### src/rtl/manchester_decoder.sv
// -----------------------------------------------------------------------------
// manchester_decoder
//   Recovers bytes from a serial Manchester stream that arrives one half-bit
//   per clock, LSB of each byte first. Supports the IEEE convention (first
//   half-bit equals the data bit) and the Thomas convention (first half-bit is
//   the inverted data bit). An illegal half-bit pair (both halves equal) is
//   reported, counted, and used to slip alignment by one half-bit.
//
// Ports
//   clk          in   1  clock, all state updates on the rising edge
//   rst_n        in   1  asynchronous active-low reset
//   encode_mode  in   1  0 = IEEE, 1 = Thomas; latched at the start of a byte
//   line_in      in   1  serial Manchester half-bit stream
//   data_out     out  8  last fully decoded byte, held between pulses
//   data_valid   out  1  one-cycle pulse marking a new data_out
//   code_err     out  1  one-cycle pulse on an illegal half-bit pair
//   locked       out  1  high while half-bit and byte alignment is held
//   err_count    out  8  saturating count of code_err pulses since reset
// -----------------------------------------------------------------------------
module manchester_decoder (
    input  logic       clk,
    input  logic       rst_n,
    input  logic       encode_mode,
    input  logic       line_in,
    output logic [7:0] data_out,
    output logic       data_valid,
    output logic       code_err,
    output logic       locked,
    output logic [7:0] err_count
);

    typedef enum logic [1:0] {
        ST_START  = 2'd0,
        ST_FIRST  = 2'd1,
        ST_SECOND = 2'd2
    } state_t;

    state_t      state_r;
    state_t      state_next_s;
    logic        h1_r;
    logic        mode_r;
    logic [2:0]  bit_cnt_r;
    logic [7:0]  shift_r;
    logic        pair_err_s;
    logic        bit_s;
    logic [7:0]  assembled_s;

    // Saturating increment so the error counter sticks at its maximum.
    function automatic logic [7:0] sat_inc8(input logic [7:0] value);
        if (value == 8'hFF) begin
            sat_inc8 = 8'hFF;
        end else begin
            sat_inc8 = value + 8'd1;
        end
    endfunction

    // Next-state decode and pair check; line_in only reaches registers.
    always_comb begin
        state_next_s = state_r;
        pair_err_s   = 1'b0;
        // Mode 0 decodes as h1, mode 1 as ~h1.
        bit_s        = h1_r ^ mode_r;
        assembled_s  = shift_r;
        assembled_s[bit_cnt_r] = bit_s;
        case (state_r)
            ST_START: begin
                state_next_s = ST_FIRST;
            end
            ST_FIRST: begin
                state_next_s = ST_SECOND;
            end
            ST_SECOND: begin
                if (h1_r == line_in) begin
                    pair_err_s   = 1'b1;
                    // The offending h2 becomes h1 of the next pair.
                    state_next_s = ST_SECOND;
                end else begin
                    state_next_s = ST_FIRST;
                end
            end
            default: begin
                state_next_s = ST_START;
            end
        endcase
    end

    // State register, byte assembly and all registered outputs.
    always_ff @(posedge clk or negedge rst_n) begin
        if (!rst_n) begin
            state_r    <= ST_START;
            h1_r       <= 1'b0;
            mode_r     <= 1'b0;
            bit_cnt_r  <= 3'd0;
            shift_r    <= 8'h00;
            data_out   <= 8'h00;
            data_valid <= 1'b0;
            code_err   <= 1'b0;
            locked     <= 1'b0;
            err_count  <= 8'h00;
        end else begin
            state_r    <= state_next_s;
            data_valid <= 1'b0;
            code_err   <= 1'b0;
            case (state_r)
                ST_START: begin
                    // The upstream register's reset value is discarded here.
                    h1_r <= 1'b0;
                end
                ST_FIRST: begin
                    h1_r <= line_in;
                    if (bit_cnt_r == 3'd0) begin
                        mode_r <= encode_mode;
                    end else begin
                        mode_r <= mode_r;
                    end
                end
                ST_SECOND: begin
                    if (pair_err_s) begin
                        code_err  <= 1'b1;
                        err_count <= sat_inc8(err_count);
                        locked    <= 1'b0;
                        bit_cnt_r <= 3'd0;
                        shift_r   <= 8'h00;
                        h1_r      <= line_in;
                        // The slip skips FIRST, so the new byte's mode is
                        // latched here alongside its first h1.
                        mode_r    <= encode_mode;
                    end else begin
                        shift_r   <= assembled_s;
                        bit_cnt_r <= bit_cnt_r + 3'd1;
                        if (bit_cnt_r == 3'd7) begin
                            data_out   <= assembled_s;
                            data_valid <= 1'b1;
                            locked     <= 1'b1;
                        end else begin
                            data_out   <= data_out;
                        end
                    end
                end
                default: begin
                    h1_r <= 1'b0;
                end
            endcase
        end
    end

endmodule

### config.mk
export PLATFORM = sky130hd
export DESIGN_NAME = manchester_decoder
export DESIGN_NICKNAME = d
export VERILOG_FILES = /design/src/rtl/manchester_decoder.sv
export SDC_FILE = /design/constraint.sdc
export NUM_CORES = 1
export LEC_CHECK = 0
export ABC_CLOCK_PERIOD_IN_PS = 2100
export CORE_UTILIZATION = 50
export DETAILED_ROUTE_END_ITERATION = 8
export PLACE_DENSITY = 0.83
export SLEW_MARGIN = 20
export SYNTH_ARGS = -nofsm -noshare
export SYNTH_HDL_FRONTEND = slang
export SYNTH_SLANG_ARGS = --single-unit
### constraint.sdc
create_clock -name clk -period 2.1 [get_ports clk]
set_clock_uncertainty 0.15 [all_clocks]
set_input_delay 0.21 -clock clk [delete_from_list [all_inputs] [get_ports clk]]
set_output_delay 0.21 -clock clk [all_outputs]
set_load 0.01 [all_outputs]
======== Word level (Yosys, flattened, before mapping) ========
Cells that the tools add are included.
word-level totals
  register bits ........................... 34
  output and inout port bits .............. 19
operators by class
  add/subtract/negate cells ............... 2
  magnitude comparators ................... 2
  equal/unequal tests ..................... 7
  multiplexer cells ....................... 22
  bitwise logic cells ..................... 2
  reductions and logical operators ........ 9
operators with widths
  cell                 count
  $mux 8               2
  $mux 1               13
  $add 8x1->8 const B  1
  $bwmux 8             1
  $eq 8x8->1 const B   1
  $pmux 2 s3           1
  $reduce_and 3->1     2
  $lt 3x4->1 const B   1
  $ne 2x2->1 const B   2
  $pmux 1 s2           2
  $reduce_and 2->1     2
  $reduce_bool 2->1    2
  $add 3x1->3 const B  1
  $demux 1 s3          1
  $eq 3x3->1 const B   1
  $ge 3x1->1 const B   1
  $logic_not 3->1      1
  $mux 3               1
  $eq 2x1->1 const B   1
  $eq 2x2->1 const B   1
  $logic_not 2->1      1
  $mux 2               1
  $eq 1x1->1           1
  $logic_and 1x1->1    1
  2 further kinds      2

======== Longest topological paths before layout ========
  depth after elaboration ................. 6
  depth in mapped cells ................... 6
  depth with buffers taken out ............ 5

======== Worst setup path after synthesis ========
Ideal clock, no wire load.
  path type ............................... flip-flop to flip-flop
  start ................................... register state_r[0]
  end ..................................... register err_count[2]
  setup time .............................. 0.077 ns
  arrival ................................. 1.382 ns
  slack ................................... 0.490 ns
  cell stages (with the launch flop) ...... 7
  clock period less this slack ............ 1.610 ns
  path through ............................ dfrtp_1 inv_1 ha_1 buf_2 clkbuf_1 a31oi_1 a21oi_1
between the ends
  longest elaborated chain between the ends .. 3
ends and longest elaborated chain
  element                                line     RTL
  start, declared                        38       state_t state_r;
  start signal, assigned                 101      state_r <= state_next_s;
  $eq 2x2->1 (*)                         65, 104
  $mux 1                                 65       case (state_r)
  $reduce_and 2->1 (no source line) (*)  -
  end signal, assigned                   120      err_count <= sat_inc8(err_count);
  end, declared                          29       output logic [7:0] err_count
Every way passes the cells marked *; elsewhere a longest branch is shown, timed or not.
A chain may end at the register's enable or synchronous reset.

======== Worst setup path after layout ========
  start ................................... register state_r[0]
  end ..................................... register err_count[7]
The elaborated chain is that of the path after synthesis.

==> results <==
- The number of buffers inserted for hold repair after clock tree synthesis is 0.
- The post-synthesis sequential area ratio is 0.4755.
- The die span in y is 61.82 um.
- The hold violation total from the final report came to 0.
- The flop-to-flop setup slack is 0.15 ns.
- Counting both buffers and inverters, the worst setup path holds a total of 1.
- For this run, the number of Yosys warnings is 0.
- Setup repair after global routing left no endpoint under its margin.
- The post-detailed-route wirelength per cell is 15.83 um.
- The number of antenna violations at the first check in global routing is 0.
- The top cell types in the final layout, fill and taps aside, are dfrtp_1, o21ai_0, clkdlybuf4s50_1.
- The layout overhead on the synthesized area is 19.93%.
- The clock tree from TritonCTS is built.
- Walking the worst path, the cells encountered are inv_1 > ha_1 > nand4_1 > nor3_1 > mux2_2.
- The worst setup path is captured at a flop.
- The worst path needs 1.952 ns of the cycle, external delays included.
- After detailed routing, the met3 layer carries around 220 um of wire.
- The number of flip-flops and latches in the synthesized netlist is 34.
- The CTS sink count is 34.
- For this design the static power due to leakage is 0.0009258 uW.
- The detailed-route via count is 1462.
- The post-detailed-route DRC marker count is 0.
- The number of buffers inserted by port buffering is 22.
- The die covers 3822 um2.
- The data arrival time of the critical path is 2.06 ns.
- The peak clock frequency supported by timing is 512.4 MHz.
- Headroom to the max-slew limit came out at 0.6534.
- Entering global routing, the biggest net connects 35 pins.
- The global-route usage over all layers is 0.2425.
- The cell with the biggest individual delay on the critical path is dfrtp_1.
- In this run the worst path has a maximum fanout of 10.
- The ratio of routed vias to standard cells is 5.895.
- The critical path is of the flop to flop type.
- The total routed wire length on the met1 layer is about 1.7 mm.
- The worst-case setup margin in the final layout is roughly 0.15 ns.
- The ratio of cells with drive above 1 in the final layout is 0.1238.
- The startpoint of the worst setup timing path is state_r[0]$_DFF_PN0_.
- At the pin with the least slew margin, the transition time is 0.5195 ns.
- The initial core utilization is 0.5279.
- The TritonCTS buffer count is 5.
- Synthesis produced a netlist with a net count of 186.
- The floorplan has 21 rows.
- Leaving out fill and tap cells, the most frequent cell in the layout is dfrtp_1.
- The number of distinct standard cells referenced by the synthesized netlist is 42.
- The iteration-0 DRC count of the detailed router is 103.
- The total iterations of the first detailed-routing run is 4.
- The period utilization is 0.9294.
- The number of buffers on the longest clock path is 2.
- The clock network latency to the later pin of the worst-skew pair is approximately 0.36 ns.
- The worst-case reg-to-reg path depth is 5.
- STA classifies the critical path startpoint as a flop.
- During I/O placement, the number of pins put on the boundary was 23.
- Hold is met by 0.09295 ns.
- A synthesized cell averages 10.28 um2.
- The cell area power density is 1242 nW/um2.
- The tightest min-delay check is of the primary input to asynchronous set/reset pin type.
- At the placement stage, the worst setup path has a slack of 0.1854 ns.
- The final layout contains routed wiring with a total length of between 3 and 4 mm.
- Counting flops with a built-in enable in the synthesized netlist gives 0.
- The delay of the slowest cell on the worst path is 0.41 ns.
- The flow ran to the end, and the final reports show no timing, DRC or antenna violations.
- The summed instance area of the synthesized netlist is around 1800 um2.
- The required arrival time at the worst endpoint is between 2 and 2.5 ns.
- The top layer reached by signal wires is met4.
- The final layout contains 213 nets.
- After global routing the overflow that remains totals 0.
- The detail route stage leaves a number of antenna-violating nets equal to 0.
- The async set-reset flop share out of synthesis is 1.000.
- The reg-to-reg startpoint is state_r[0]$_DFF_PN0_.
- The clock-pin slew of the registers on the worst-case setup and hold paths is 0.12 ns.
- The number of global-route vias before repair was about 1.4k.
- The final weighted congestion in routability-driven placement is 0.8206.
- The logic depth of the worst setup path including buffers is 5.
- IR analysis of the VDD net gives a maximum drop of 755.7 uV.
- Synthesis produced a netlist whose cell count is 174.
- The H-tree generated during clock tree synthesis spans 2 levels.
- Once detailed placement completed, the half-perimeter wirelength came to 2.675 mm.
- The final antenna diode count is 0.
- The cell family contributing the most delay on the critical path is simple AND/OR/NAND/NOR gates.
- Measured along the x axis, the die boundary spans 61.82 um.
- The number of gates resized after CTS was 0.
- The number of max-slew violations in the final report is 0.
- The tree is rooted in a clkbuf_4.
- The most used flip-flop cell after synthesis is dfrtp_1.
- Across the run, the number of max-cap violations was 0.
- The number of buffers added for setup after CTS is 0.
- The summed negative setup slack over all endpoints is 0 ns.
- The first-pass GRT wire length is approximately 6.6 mm.
- The count of endpoints failing setup in the final report is 0.
- The worst register-to-register path ends at err_count[7]$_DFFE_PN0P_.
- The most critical setup path has its endpoint at err_count[7]$_DFFE_PN0P_.
- The region available for standard cell placement spans 3390 um2.
- The routed length on met2 is 1.934 mm.
==> cells in the mapped netlist (2+ instances only) <==
cell type | count | share of area
nor2_1 | 4 | 0.0084
nand2_1 | 4 | 0.0084
o21ai_1 | 3 | 0.0084
buf_2 | 6 | 0.017
and4_1 | 3 | 0.015
nor3_1 | 3 | 0.0084
a41oi_1 | 3 | 0.015
inv_1 | 11 | 0.023
dfrtp_1 | 34 | 0.48
nand3b_1 | 3 | 0.013
ha_1 | 8 | 0.056
mux2i_1 | 8 | 0.045
o22ai_1 | 5 | 0.017
o21ai_0 | 23 | 0.064
nor3b_1 | 3 | 0.013
a22o_2 | 3 | 0.017
nand4_1 | 4 | 0.014
nand3_1 | 8 | 0.022
clkbuf_1 | 2 | 0.0042
a21oi_1 | 14 | 0.039
==> kinds of logic (layout without fill, tap and decap cells) <==
logic type | after synthesis | count (layout) | synth area share
buf+inv | 21 | 49 | 0.05874
simple gates | 40 | 40 | 0.1406
mux | 9 | 9 | 0.05105
compound gates | 59 | 59 | 0.1993
xor+xnor | 3 | 3 | 0.01889
fa+ha+maj | 8 | 8 | 0.05595
flops | 34 | 34 | 0.4755
==> registers in the layout, indices dropped and copies added, names as in the netlist <==
signal	flops
data_out	8
err_count	8
h1_r	1
shift_r	8
locked	1
code_err	1
state_r	2
data_valid	1
bit_cnt_r	3
mode_r	1
==> power by group <==
group	internal (uW)	switching [uW]
clock	249	250
combinational	500	640
sequential	812	214
total	1560	1100
==> worst min path at each step <==
stage | to | slack [ns]
6_report | data_out[6]$_DFFE_PN0P_ | 0.09
5_1_grt | shift_r[3]$_DFFE_PN0N_ | 0.13
4_1_cts | data_out[7]$_DFFE_PN0P_ | 0.11
3_5_place_dp | shift_r[0]$_DFFE_PN0N_ | 0.34
3_3_place_gp | shift_r[1]$_DFFE_PN0N_ | 0.34
2_1_floorplan | bit_cnt_r[0]$_DFFE_PN0N_ | -0.24
==> through the flow <==
step	std cells	instance area, um2	util	power (uW)
6_report	248	2146	0.6331	2665
2_1_floorplan	174	1789	-	1803
5_1_grt	248	2146	0.6331	2862
3_5_place_dp	240	2063	0.6087	2162
4_1_cts	248	2146	0.6331	2667
3_3_place_gp	240	2063	0.6087	2087
==> final cells by class <==
| cell class | count | area, um2 |
|---|---|---|
| Inverter | 11 | 41.29 |
| Clock inverter | 3 | 45.04 |
| Sequential cell | 34 | 850.8 |
| Multi-Input combinational cell | 119 | 833.3 |
| Tap cell | 46 | 57.56 |
| Clock buffer | 5 | 37.54 |
| Timing Repair Buffer | 30 | 280.3 |
| Fill cell | 275 | 1244 |
==> layer usage <==
layer,vias to the layer above,track usage
li1,701,-
met1,700,0.3035
met2,53,0.3794
met3,8,0.08282
met4,0,0.1111
met5,-,0
Note: power is estimated with default switching activity, not from simulation.
